File: config.mk
export PLATFORM = sky130hd
export DESIGN_NAME = rst_sync_seq
export DESIGN_NICKNAME = d
export VERILOG_FILES = /design/src/rtl/rst_sync_seq.sv
export SDC_FILE = /design/constraint.sdc
export NUM_CORES = 1
export LEC_CHECK = 0
export ABC_AREA = 1
export CORE_MARGIN = 1.5
export CORE_UTILIZATION = 45
export DETAILED_ROUTE_END_ITERATION = 6
export PLACE_DENSITY_LB_ADDON = 0.15
export SLEW_MARGIN = 25
export SYNTH_ARGS = -nofsm -noshare
export SYNTH_HDL_FRONTEND = slang
export SYNTH_SLANG_ARGS = --single-unit
export TNS_END_PERCENT = 50
File: constraint.sdc
create_clock -name clk -period 0.8 [get_ports clk]
set_input_delay 0.08 -clock clk [delete_from_list [all_inputs] [get_ports clk]]
set_output_delay 0.08 -clock clk [all_outputs]
set_load 0.05 [all_outputs]
File: src/rtl/rst_sync_seq.sv
// Reset generator: board reset is asserted asynchronously and released synchronously,
// then stretched, then released to NUM_OUT downstream reset domains one at a time.
module rst_sync_seq #(
  parameter int SYNC_STAGES    = 2,
  parameter int STRETCH_CYCLES = 16,
  parameter int NUM_OUT        = 4,
  parameter int GAP_CYCLES     = 8,
  parameter int DW             = 8
) (
  input  logic               clk,
  input  logic               rst_n,
  input  logic               sw_rst,
  output logic [NUM_OUT-1:0] rst_n_out,
  output logic               seq_done,
  input  logic [DW-1:0]      d,
  output logic [DW-1:0]      dout
);

  localparam int CNT_MAX = (STRETCH_CYCLES > GAP_CYCLES) ? STRETCH_CYCLES : GAP_CYCLES;
  localparam int CW      = $clog2(CNT_MAX + 1);
  localparam logic [CW-1:0] STRETCH_LAST = CW'(STRETCH_CYCLES - 1);
  localparam logic [CW-1:0] GAP_LAST     = CW'(GAP_CYCLES - 1);
  localparam logic [CW-1:0] CNT_ONE      = CW'(1);

  typedef enum logic [1:0] {STRETCH, RELEASE, DONE} state_t;

  logic [SYNC_STAGES-1:0] sync_p;
  logic                   rst_sync;
  logic                   last_rel;
  state_t                 state;
  logic [CW-1:0]          cnt;
  logic [NUM_OUT-1:0]     rel_next;

  // Stage 0: synchroniser chain, cleared straight from the board reset
  always_ff @(posedge clk or negedge rst_n) begin
    if (!rst_n) sync_p <= '0;
    else        sync_p <= {sync_p[SYNC_STAGES-2:0], 1'b1};
  end

  assign rst_sync = sync_p[SYNC_STAGES-1];

  // Outputs form a thermometer code, so the next release just shifts in another one
  assign rel_next = (rst_n_out << 1) | NUM_OUT'(1);

  // Stage 1: stretch / ordered-release sequencer
  always_ff @(posedge clk or negedge rst_sync) begin
    if (!rst_sync) begin
      state     <= STRETCH;
      cnt       <= '0;
      rst_n_out <= '0;
      seq_done  <= 1'b0;
    end else if (sw_rst) begin
      state     <= STRETCH;
      cnt       <= '0;
      rst_n_out <= '0;
      seq_done  <= 1'b0;
    end else begin
      case (state)
        STRETCH, RELEASE: begin
          if (cnt == ((state == STRETCH) ? STRETCH_LAST : GAP_LAST)) begin
            cnt       <= '0;
            rst_n_out <= rel_next;
            if (rel_next[NUM_OUT-1]) begin
              state    <= DONE;
              seq_done <= 1'b1;
            end else begin
              state <= RELEASE;
            end
          end else begin
            cnt <= cnt + CNT_ONE;
          end
        end
        DONE: begin
          state <= DONE;
        end
        default: begin
          state     <= STRETCH;
          cnt       <= '0;
          rst_n_out <= '0;
          seq_done  <= 1'b0;
        end
      endcase
    end
  end

  assign last_rel = rst_n_out[NUM_OUT-1];

  // Stage 2: data register held clear until the last domain is out of reset
  always_ff @(posedge clk or negedge last_rel) begin
    if (!last_rel) dout <= '0;
    else           dout <= d;
  end

endmodule
; ---- Yosys cells after proc, flatten, opt, wreduce, memory -nomap -nowiden
; Cells that the tools add are included.
[op_classes]
n_eq_ne = 6
muxes = 15
addsub = 1
reduce_logical = 4
[ops]
columns = cell, count
row1 = 4-bit two-way mux, 3
row2 = 5-bit two-way mux, 2
row3 = 5-bit one-hot mux with 2 select lines, 1
row4 = 4-bit one-hot mux with 2 select lines, 1
row5 = 2-bit two-way mux, 3
row6 = "3-bit != test, second input constant", 2
row7 = "5-bit by 1-bit adder with 5-bit output, second input constant", 1
row8 = 5-bit by 4-bit == test with 1-bit output, 1
row9 = 2-bit one-hot mux with 2 select lines, 1
row10 = 1-bit two-way mux, 3
row11 = 3-bit AND reduction, 1
row12 = "2-bit by 1-bit == test with 1-bit output, second input constant", 1
row13 = "2-bit == test, second input constant", 1
row14 = 2-bit zero test, 1
row15 = "2-bit != test, second input constant", 1
row16 = 1-bit one-hot mux with 2 select lines, 1
row17 = 2-bit AND reduction, 1
row18 = 2-bit OR reduction, 1
[word_totals]
ff_bits = 22
in_bits = 11
word_cells = 32

; ---- Longest topological paths before layout
; Gate-level depths: netlist of the first run.
[logic_depth]
word_depth = 6
depth_mapped = 8
ltp_nobuf = 8

; ---- Worst setup path before layout of the first run
; Ideal clock, no wire load.
[synth_path]
path_type = reg2reg
startpoint = register cnt[0]
endpoint = register rst_n_out[3]
t_arrival_ns = 1.092
path_buffers = 0
setup_ns = 0.121
setup_slack_ns = -0.413
path_stages_with_launch = 9
required_time_ns = 0.679
path_cell_list = dfrtp_1 > ha_1 > nand2_2 > nor2_1 > nand3_1 > nand2_4 > nand2_4 > nand2_1 > nand2_1
[synth_via]
elab_chain_len = 3
[synth_rtl]
columns = element, line
row1 = start: declaration, 31  ; logic [CW-1:0] cnt;
row2 = start signal: assignment, 70  ; cnt <= cnt + CNT_ONE;
row3 = 5-bit by 4-bit == test with 1-bit output, 60  ; if (cnt == ((state == STRETCH) ? STRETCH_LAST : GAP_LAST)) begin
row4 = 3-bit != test (no line), -
row5 = 2-bit AND reduction (no line), -
row6 = end signal: assignment, 62  ; rst_n_out <= rel_next;
row7 = end: declaration, 13  ; output logic [NUM_OUT-1:0] rst_n_out,
; No other way between the ends.
; A chain may end at the register's enable or synchronous reset.

; ---- Final worst setup path of the first run
[layout_path]
startpoint = register cnt[0]
endpoint = register rst_n_out[2]
; Same word-level chain as after synthesis.

==> flow_summary_export.csv, run 1 <==
group,metric,value,unit
setup_path,worstReg2RegStart,"cnt[0]",
grt,grt_util_all_layers,25.23,%
synthesis,ys_seq_elements,22,
synthesis,synth_fa_ha_area_share,1.479,%
synthesis,synthTopCellsByCount,"nand2_1 (26), dfrtp_1 (22), inv_1 (6)",
synthesis,synth_fp_nets,94,
floorplanning,core,1745,um2
floorplanning,die-area,2149,um2
job,cap_violations,0,
synthesis,syn-cell-area,845.8,um2
synthesis,synth_edf_count,0,
timing,drv_slew,0,
clock_network,ctsRootBufferMaster,"clkbuf_4",
clock_network,cts.sinks,22,
placement,gp_congestion,0.8287,
timing,fin_skew,0.003914,ns
timing,setup_viol,25,
cells_and_area,fin_area,1433,um2
floorplanning,rows,15,
setup_path,r2r_cells,8,
synthesis,synthSimpleGateAreaFrac,23.82,%
timing,fin_ws,-0.4955,ns
timing,hold_viol,0,
synthesis,netlist_top_cells_area,"dfrtp_1 (65%), nand2_1 (12%), nand3_1 (3.0%)",
grt,grt_pass1_wl,3567,um
grt,grt_max_degree,14,
synthesis,syn_avg_cell_area,10.31,um2
grt,antenna_found_initial,0,
placement,dp.cells,140,
routing,routed_wl,2295,um
cells_and_area,drive_gt1_share,36.29,%
routing,ant_nets,0,
synthesis,synth_ff_type,"dfrtp_1",
clock_network,cts.clk_slew.worst_paths,0.12,ns
synthesis,synth_top_family_by_area,"simple AND/OR/NAND/NOR gates",
synthesis,syn-instance-count,82,
setup_path,cp_max_fo,5,
setup_path,critPathArrivalTime,1.55,ns
timing,fin_crit,1.296,ns
synthesis,async_reset_ff_share,100.0,%
synthesis,ys_types,18,
synthesis,synth.mux.area_fraction,1.183,%
hold_path,hold_path.class,"reg2async",
timing,rsz0062_at_grt,"true",
synthesis,yosysMostFrequentCell,"nand2_1",
clock_network,cts_tree,"done",
setup_path,path_class,"reg2reg",
routing,viasPerCell,4.993,
run_status,violations,"setup timing",
routing,route.detailed.drc,0,
timing,period_share,161.9,%
setup_path,cp-start-kind,"flip-flop",
setup_path,reg2reg_slack,-0.50,ns
floorplanning,die_h,46.36,um
clock_network,cts_buffers,3,
placement,placed_area,1313,um2
routing,drt-pass1-iter-count,4,
floorplanning,fp.dieW,46.36,um
setup_path,cp-end-kind,"flip-flop",
synthesis,netlist.area_leader.share,65.09,%
pwr,vdd_drop_max,1.540,mV
pwr,power.density,1883,nW/um2
pwr,power.leakage,0.0007077,uW
synthesis,synth_xor_area_share,0,%
clock_network,clockBufferDepth,2,
routing,drtIter0Drc,26,
placement,dpl.hpwl,1385,um
run_status,status,"complete, but fails checks",
grt,grt_pass1_vias,742,
cells_and_area,fin_nets,137,
clock_network,htreeDepth,1,
floorplanning,start_util,48.46,%
timing,fmax,771.9,MHz
routing,vias,744,
timing,final.setup.tns,-7.635,ns
routing,wl_per_cell,15.40,um
cells_and_area,n_antenna_cell,0,
clock_network,clk-insertion-delay-late,0.30,ns
grt,grt-ovfl-total,0,
setup_path,reg2reg_to,"rst_n_out[2]",
synthesis,synth_compound_area_share,3.994,%
cells_and_area,stdcell_count,149,
floorplanning,ioPinCount,24,
setup_path,critPathRequiredTime,1.05,ns
placement,port_buffers,23,
synthesis,yosys.area.top_type,"dfrtp_1",
cells_and_area,area_growth,69.38,%
synthesis,seq_area_frac_synth,65.09,%
synthesis,yosysWarnings,0,
[critical path: stages (launching register included)]
cell     delay [ns]
dfrtp_1        0.38
ha_2           0.19
nand2_2        0.06
nor2_2         0.10
nand3_2        0.12
buf_4          0.17
nand2_4        0.08
nand3_1        0.07
nand2_1        0.07
[power by group]
part | internal [uW] | switching, uW | total, uW | leakage (uW)
Clock | 506 | 330 | 836 | 0.0000279
Sequential | 1180 | 68.5 | 1250 | 0.000284
Combinational | 305 | 307 | 612 | 0.000396
Total | 1990 | 705 | 2700 | 0.000708
[flip-flops by register name, indices dropped and copies added (netlist names)]
| signal | cells |
|---|---|
| state | 2 |
| seq_done | 1 |
| rst_n_out | 4 |
| cnt | 5 |
| dout | 8 |
| sync_p | 2 |
[per-stage QoR]
stage,utilization (%),total power (uW),worst slack (ns),hold WS [ns]
after floorplan,-,1499,-0.4129,-0.2156
after global placement,75.20,1819,-0.4437,0.1600
after detailed placement,75.20,1834,-0.4799,0.1663
after CTS,81.86,2706,-0.4473,0.1776
after global routing,82.08,2808,-0.5854,0.1870
final,82.08,2698,-0.4955,0.1666
[cell type report]
class	instances	area, um2
sequential	22	551.8
multi-input combinational	53	291.5
tap	25	31.28
inverter	7	26.28
clock buffer	3	22.52
fill	99	312.8
timing repair buffer	38	479.2
clock inverter	1	30.03
[worst max path at each step]
stage                      start      endpoint  slack, ns  cells past startpoint
after floorplan           cnt[0]  rst_n_out[3]      -0.41                      8
after global placement    sw_rst  rst_n_out[2]      -0.44                      6
after detailed placement  sw_rst        cnt[3]      -0.48                      4
after CTS                 cnt[0]  rst_n_out[2]      -0.45                      8
after global routing      cnt[0]  rst_n_out[3]      -0.59                      8
final                     cnt[0]  rst_n_out[2]      -0.50                      8
[kinds of logic after synthesis]
kind of cell / count (synthesis)
AOI/OAI and AO/OA: 6
DFF: 22
other: 1
adders and majority gates: 1
muxes: 1
buffers and inverters: 8
and+or+nand+nor: 43
[cell usage in the layout, fill, tap and decap left out, types with 2 or more instances in the layout]
master and instances:
nand2_1 26, dfrtp_1 21, buf_12 13, buf_4 13, clkdlybuf4s50_1 10, inv_1 5
nor2_1 4, nand3_1 4, nand2_4 3, clkbuf_4 3, o21ai_0 2, nand3_2 2
nand3b_1 2, a21oi_2 2, inv_2 2
[per-layer routing]
metal	up-vias	track usage (%)	share of wire (%)
met4	0	14.29	1.9
met3	6	5.098	4.7
li1	341	-	-
met2	27	44.17	56
met5	-	0	0
met1	370	28.09	37
[what timing repair did]
action | in CTS | in global routing
pin swaps | 3 | 3
hold buffers | 1 | 0
endpoints found under the setup margin | 25 | 25
resized for setup | 8 | 2
gates cloned | 1 | 0
hold endpoints to repair | 2 | 0
buffers inserted | 3 | 0
Note: power is estimated with default switching activity, not from simulation.
==> run 2, diff against run 1 <==
SLEW_MARGIN = 20   (was 25)
TNS_END_PERCENT = not set   (was 50)
clock period = 1.51 ns   (was 0.8 ns; I/O delays follow)
==> flow_summary_export.csv, run 2 (synthesis results as in run 1) <==
group,metric,value,unit
run_status,status,"finished clean",
job,cap_violations,0,
hold_path,hold_path.class,"reg2async",
setup_path,cp-startpoint,"cnt[0]",
placement,gp_congestion,0.7765,
pwr,combPwrFrac,15.9,%
setup_path,cp-end-kind,"flip-flop",
cells_and_area,n_antenna_cell,0,
setup_path,cp_num_buf_inv,0,
cells_and_area,area_growth,36.83,%
grt,antenna_found_initial,0,
routing,wl_per_cell,11.15,um
timing,drv_slew,0,
grt,grt_max_degree,14,
clock_network,cts.clk_slew.worst_paths,0.12,ns
floorplanning,rows,15,
clock_network,clockBufferDepth,2,
timing,fin_skew,0.004534,ns
timing,hold_viol,0,
placement,pre_cts_ws,0.1467,ns
clock_network,clk-insertion-delay-late,0.30,ns
routing,viasPerCell,4.603,
timing,setup_viol,0,
cells_and_area,top_regs,"dout: 8 flops, cnt: 5 flops, rst_n_out: 4 flops",
setup_path,critPathRequiredTime,1.72,ns
clock_network,cts_buffers,3,
setup_path,critPathArrivalTime,1.54,ns
setup_path,worstReg2RegStart,"cnt[0]",
pwr,power.density,1133,nW/um2
setup_path,path_class,"reg2reg",
routing,routed_wl,1516,um
cells_and_area,drive_gt1_share,23.42,%
setup_path,cp-start-kind,"flip-flop",
routing,drt-pass1-iter-count,4,
timing,rsz0062_at_grt,"false",
clock_network,cts.sinks,22,
pwr,power_switching,337.5,uW
grt,grt_util_all_layers,16.63,%
routing,ant_nets,0,
placement,port_buffers,23,
cells_and_area,regMostFlops,"dout",
floorplanning,ioPinCount,24,
grt,grt_pass1_wl,2442,um
setup_path,cp_max_fo,10,
pwr,swShare,25.74,%
floorplanning,core,1745,um2
pwr,vdd_drop_max,0.6638,mV
timing,fin_ws,0.1800,ns
floorplanning,die-area,2149,um2
routing,route.detailed.drc,0,
pwr,power.leakage,0.0005976,uW
clock_network,cts_tree,"done",
cells_and_area,fin_nets,124,
routing,vias,626,
cells_and_area,largest_reg_flops,8,
timing,fin_crit,1.330,ns
timing,period_share,88.08,%
grt,grt_pass1_vias,577,
setup_path,slowest_stage,"dfrtp_1",
setup_path,path_cells,"ha_1, nand2_2, nor2_1, nand3_1, nand2_4, nand2_4, nand2_1, nand2_1",
cells_and_area,layout_common_cells,"nand2_1 (26), dfrtp_1 (22), buf_4 (14), clkdlybuf4s50_1 (10), inv_1 (6)",
cells_and_area,final_common_cell,"nand2_1",
pwr,clkPwrFrac,33.7,%
routing,drtIter0Drc,11,
floorplanning,die_h,46.36,um
floorplanning,fp.dieW,46.36,um
placement,dpl.hpwl,1126,um
timing,fmax,751.9,MHz
clock_network,htreeDepth,1,
setup_path,critical_path.top_delay_family,"simple AND/OR/NAND/NOR gates",
setup_path,cp_slowest_stage_delay,0.40,ns
pwr,seqPwrFrac,50.4,%
pwr,power.internal,974.1,uW
clock_network,ctsRootBufferMaster,"clkbuf_4",
floorplanning,start_util,48.46,%
grt,grt-ovfl-total,0,
timing,final.setup.tns,0,ns
cells_and_area,n_fill_cell,140,
[run 2: metal layers]
metal | up-vias | track usage, % | share of wire [%]
met2 | 10 | 27.50 | 51
met4 | 0 | 8.571 | 0.86
met1 | 299 | 20.96 | 45
li1 | 315 | - | -
met3 | 2 | 2.353 | 2.4
met5 | - | 0 | 0
[run 2: worst reg2reg max path, cell delays in order, from the launching register on]
cell and delay (ns):
dfrtp_1 0.40, ha_1 0.20, nand2_2 0.07, nor2_1 0.10, nand3_1 0.13, nand2_4 0.16
nand2_4 0.07, nand2_1 0.06, nand2_1 0.05
[run 2: power by group through the flow]
stage / registers (uW) / clock network [uW] / logic (uW)
after floorplan: 744 / 0 / 50.3
after global placement: 671 / 0 / 205
after detailed placement: 674 / 0 / 208
after CTS: 662 / 458 / 211
after global routing: 669 / 473 / 222
final: 661 / 442 / 208
[run 2: path summary, 6_finish.rpt]
check | end | slack, ns | depth (start not counted)
worst min-delay path | dout[2] | 0.20 | 0
worst max-delay path | rst_n_out[3] | 0.18 | 8
min in group clk | dout[1] | 0.27 | 1
worst max register to register | rst_n_out[3] | 0.18 | 8
worst min register to register | dout[2] | 0.20 | 0
max in group asynchronous | sync_p[1] | 0.86 | 2
[run 2: timing repair]
action                    in CTS  in global routing
setup buffers                  0                  0
hold buffers                   1                  0
resized for setup              0                  0
hold endpoints to repair       2                  0
[run 2: through the flow]
stage / power (uW) / util (%) / instances / cell area [um2] / hold WS [ns]
2_1_floorplan: 794.0 / - / 82 / 845.8 / -0.1446
3_5_place_dp: 881.8 / 62.72 / 131 / 1095 / 0.1930
6_report: 1312 / 66.31 / 136 / 1157 / 0.2004
3_3_place_gp: 876.2 / 62.72 / 131 / 1095 / 0.1799
5_1_grt: 1364 / 66.31 / 136 / 1157 / 0.2236
4_1_cts: 1331 / 66.31 / 136 / 1157 / 0.2002
[run 2: area by class of cell]
cell class	count	area [um2]	share of cell area, %
clock buffers	3	22.52	1.946
clock inverters	1	30.03	2.595
inverters	7	26.28	2.270
multi-input cells	52	261.5	22.59
flip-flops and latches	22	550.5	47.57
well taps	25	31.28	2.703
repair buffers	26	235.2	20.32
==> run 3, diff against run 2 <==
DONT_BUFFER_PORTS = 1   (was not set)
==> flow_summary_export.csv, run 3 (synthesis results as in run 1) <==
group,metric,value,unit
run_status,status,"finished clean",
floorplanning,fp.dieW,46.36,um
timing,worst_pin_slew,0.5050,ns
clock_network,clockBufferDepth,2,
placement,gp_congestion,0.7771,
placement,port_buffers,0,
cells_and_area,final_common_cell,"nand2_1",
routing,ant_nets,0,
cells_and_area,area_growth,24.11,%
routing,route.detailed.drc,0,
hold_path,hold_path.class,"in2reg",
placement,dpl.hpwl,969.4,um
timing,fmax,770.9,MHz
clock_network,clk-insertion-delay-late,0.31,ns
grt,grt_pass1_vias,535,
cells_and_area,top_regs,"dout: 8 flops, cnt: 5 flops, rst_n_out: 4 flops",
pwr,power.density,1207,nW/um2
setup_path,cp-start-kind,"flip-flop",
clock_network,cts_resized,0,
pwr,vdd_drop_max,0.8463,mV
floorplanning,die-area,2149,um2
cells_and_area,seq_area,550.5,um2
job,cap_violations,0,
grt,grt-ovfl-total,0,
floorplanning,start_util,48.46,%
setup_path,cp-end-kind,"flip-flop",
timing,setup_viol,0,
routing,drtIter0Drc,4,
cells_and_area,largest_reg_flops,8,
clock_network,cts.clk_slew.worst_paths,0.12,ns
floorplanning,core,1745,um2
cells_and_area,regMostFlops,"dout",
pwr,power.leakage,0.0005404,uW
hold_path,holdPathStages,3,
setup_path,critPathArrivalTime,1.50,ns
timing,period_share,85.90,%
setup_path,path_class,"reg2reg",
routing,drt-pass1-iter-count,4,
timing,final.setup.tns,0,ns
cells_and_area,fin_nets,112,
timing,rsz0062_at_grt,"false",
setup_path,critPathRequiredTime,1.71,ns
clock_network,cts_tree,"done",
clock_network,cts_buffers,3,
clock_network,cts.sinks,22,
routing,routed_wl,1368,um
cells_and_area,drive_gt1_share,16.16,%
setup_path,cp_max_fo,10,
floorplanning,die_h,46.36,um
pwr,power,1267,uW
floorplanning,ioPinCount,24,
setup_path,slowest_stage,"dfrtp_1",
grt,antenna_found_initial,0,
timing,fin_skew,0.009865,ns
cells_and_area,layout_common_cells,"nand2_1 (26), dfrtp_1 (22), dlygate4sd3_1 (9), inv_1 (6)",
clock_network,ctsRootBufferMaster,"clkbuf_4",
setup_path,r2r_cells,8,
routing,wl_per_cell,11.03,um
timing,fin_crit,1.297,ns
cells_and_area,multi_input_area,261.5,um2
clock_network,htreeDepth,1,
routing,vias,567,
cells_and_area,n_fill_cell,157,
setup_path,path_cells,"ha_1, nand2_2, nor2_1, nand3_1, nand2_4, nand2_4, nand2_1, nand2_1",
clock_network,cts_setup_buffers,0,
grt,grt_max_degree,14,
setup_path,cp_slowest_stage_delay,0.40,ns
grt,grt_pass1_wl,2283,um
cells_and_area,n_antenna_cell,0,
timing,hold_viol,0,
timing,relSlewSlack,66.33,%
grt,grt_util_all_layers,15.25,%
routing,viasPerCell,4.573,
floorplanning,rows,15,
timing,drv_slew,0,
run 3: final cells by class:
cell class | instances | share of cell area [%]
Tap cell | 25 | 2.980
Clock buffer | 3 | 2.145
Multi-Input combinational cell | 52 | 24.91
Timing Repair Buffer | 14 | 12.16
Clock inverter | 1 | 2.861
Sequential cell | 22 | 52.44
Inverter | 7 | 2.503
run 3: where the power goes:
group | switching (uW) | total (uW) | internal, uW
Sequential | 93.2 | 718 | 625
Clock | 171 | 440 | 268
Combinational | 62.4 | 109 | 47.0
run 3: critical path, delay by kind of cell, from the launching register on:
family | cells | cell delay [ns]
fa+ha+maj | 1 | 0.19
flops | 1 | 0.40
simple gates | 7 | 0.60
run 3: final timing paths:
path                           start            to  slack (ns)
hold reg to reg            sync_p[1]      state[0]        0.19
hold / removal                sw_rst        cnt[2]        0.03
max in group asynchronous  sync_p[1]        cnt[3]        0.99
min in group asynchronous      rst_n     sync_p[0]        0.06
setup / recovery              cnt[0]  rst_n_out[2]        0.21
setup reg to reg              cnt[0]  rst_n_out[2]        0.21
run 3: stage by stage:
step / worst slack, ns / utilization, % / instances / instance area (um2) / hold slack, ns
2_1_floorplan: 0.2971 / - / 82 / 845.8 / -0.1446
3_3_place_gp: 0.2419 / 51.97 / 111 / 907.1 / -0.1445
3_5_place_dp: 0.2171 / 51.97 / 111 / 907.1 / -0.1445
4_1_cts: 0.1978 / 60.14 / 124 / 1050 / 0.03401
6_report: 0.2129 / 60.14 / 124 / 1050 / 0.03034
5_1_grt: 0.07422 / 60.14 / 124 / 1050 / 0.05289
run 3: per-layer routing:
metal	GRT usage [%]	wire length [um]	up-vias
met3	3.137	48	2
met5	0	0	-
li1	-	-	289
met2	24.17	681	11
met4	6.857	16	0
met1	20.10	622	265
run 3: what timing repair did:
item                                   4_1_cts  5_1_grt
endpoints found under the hold margin       10        0
hold buffers                                 9        0
setup endpoints to repair                    0        0
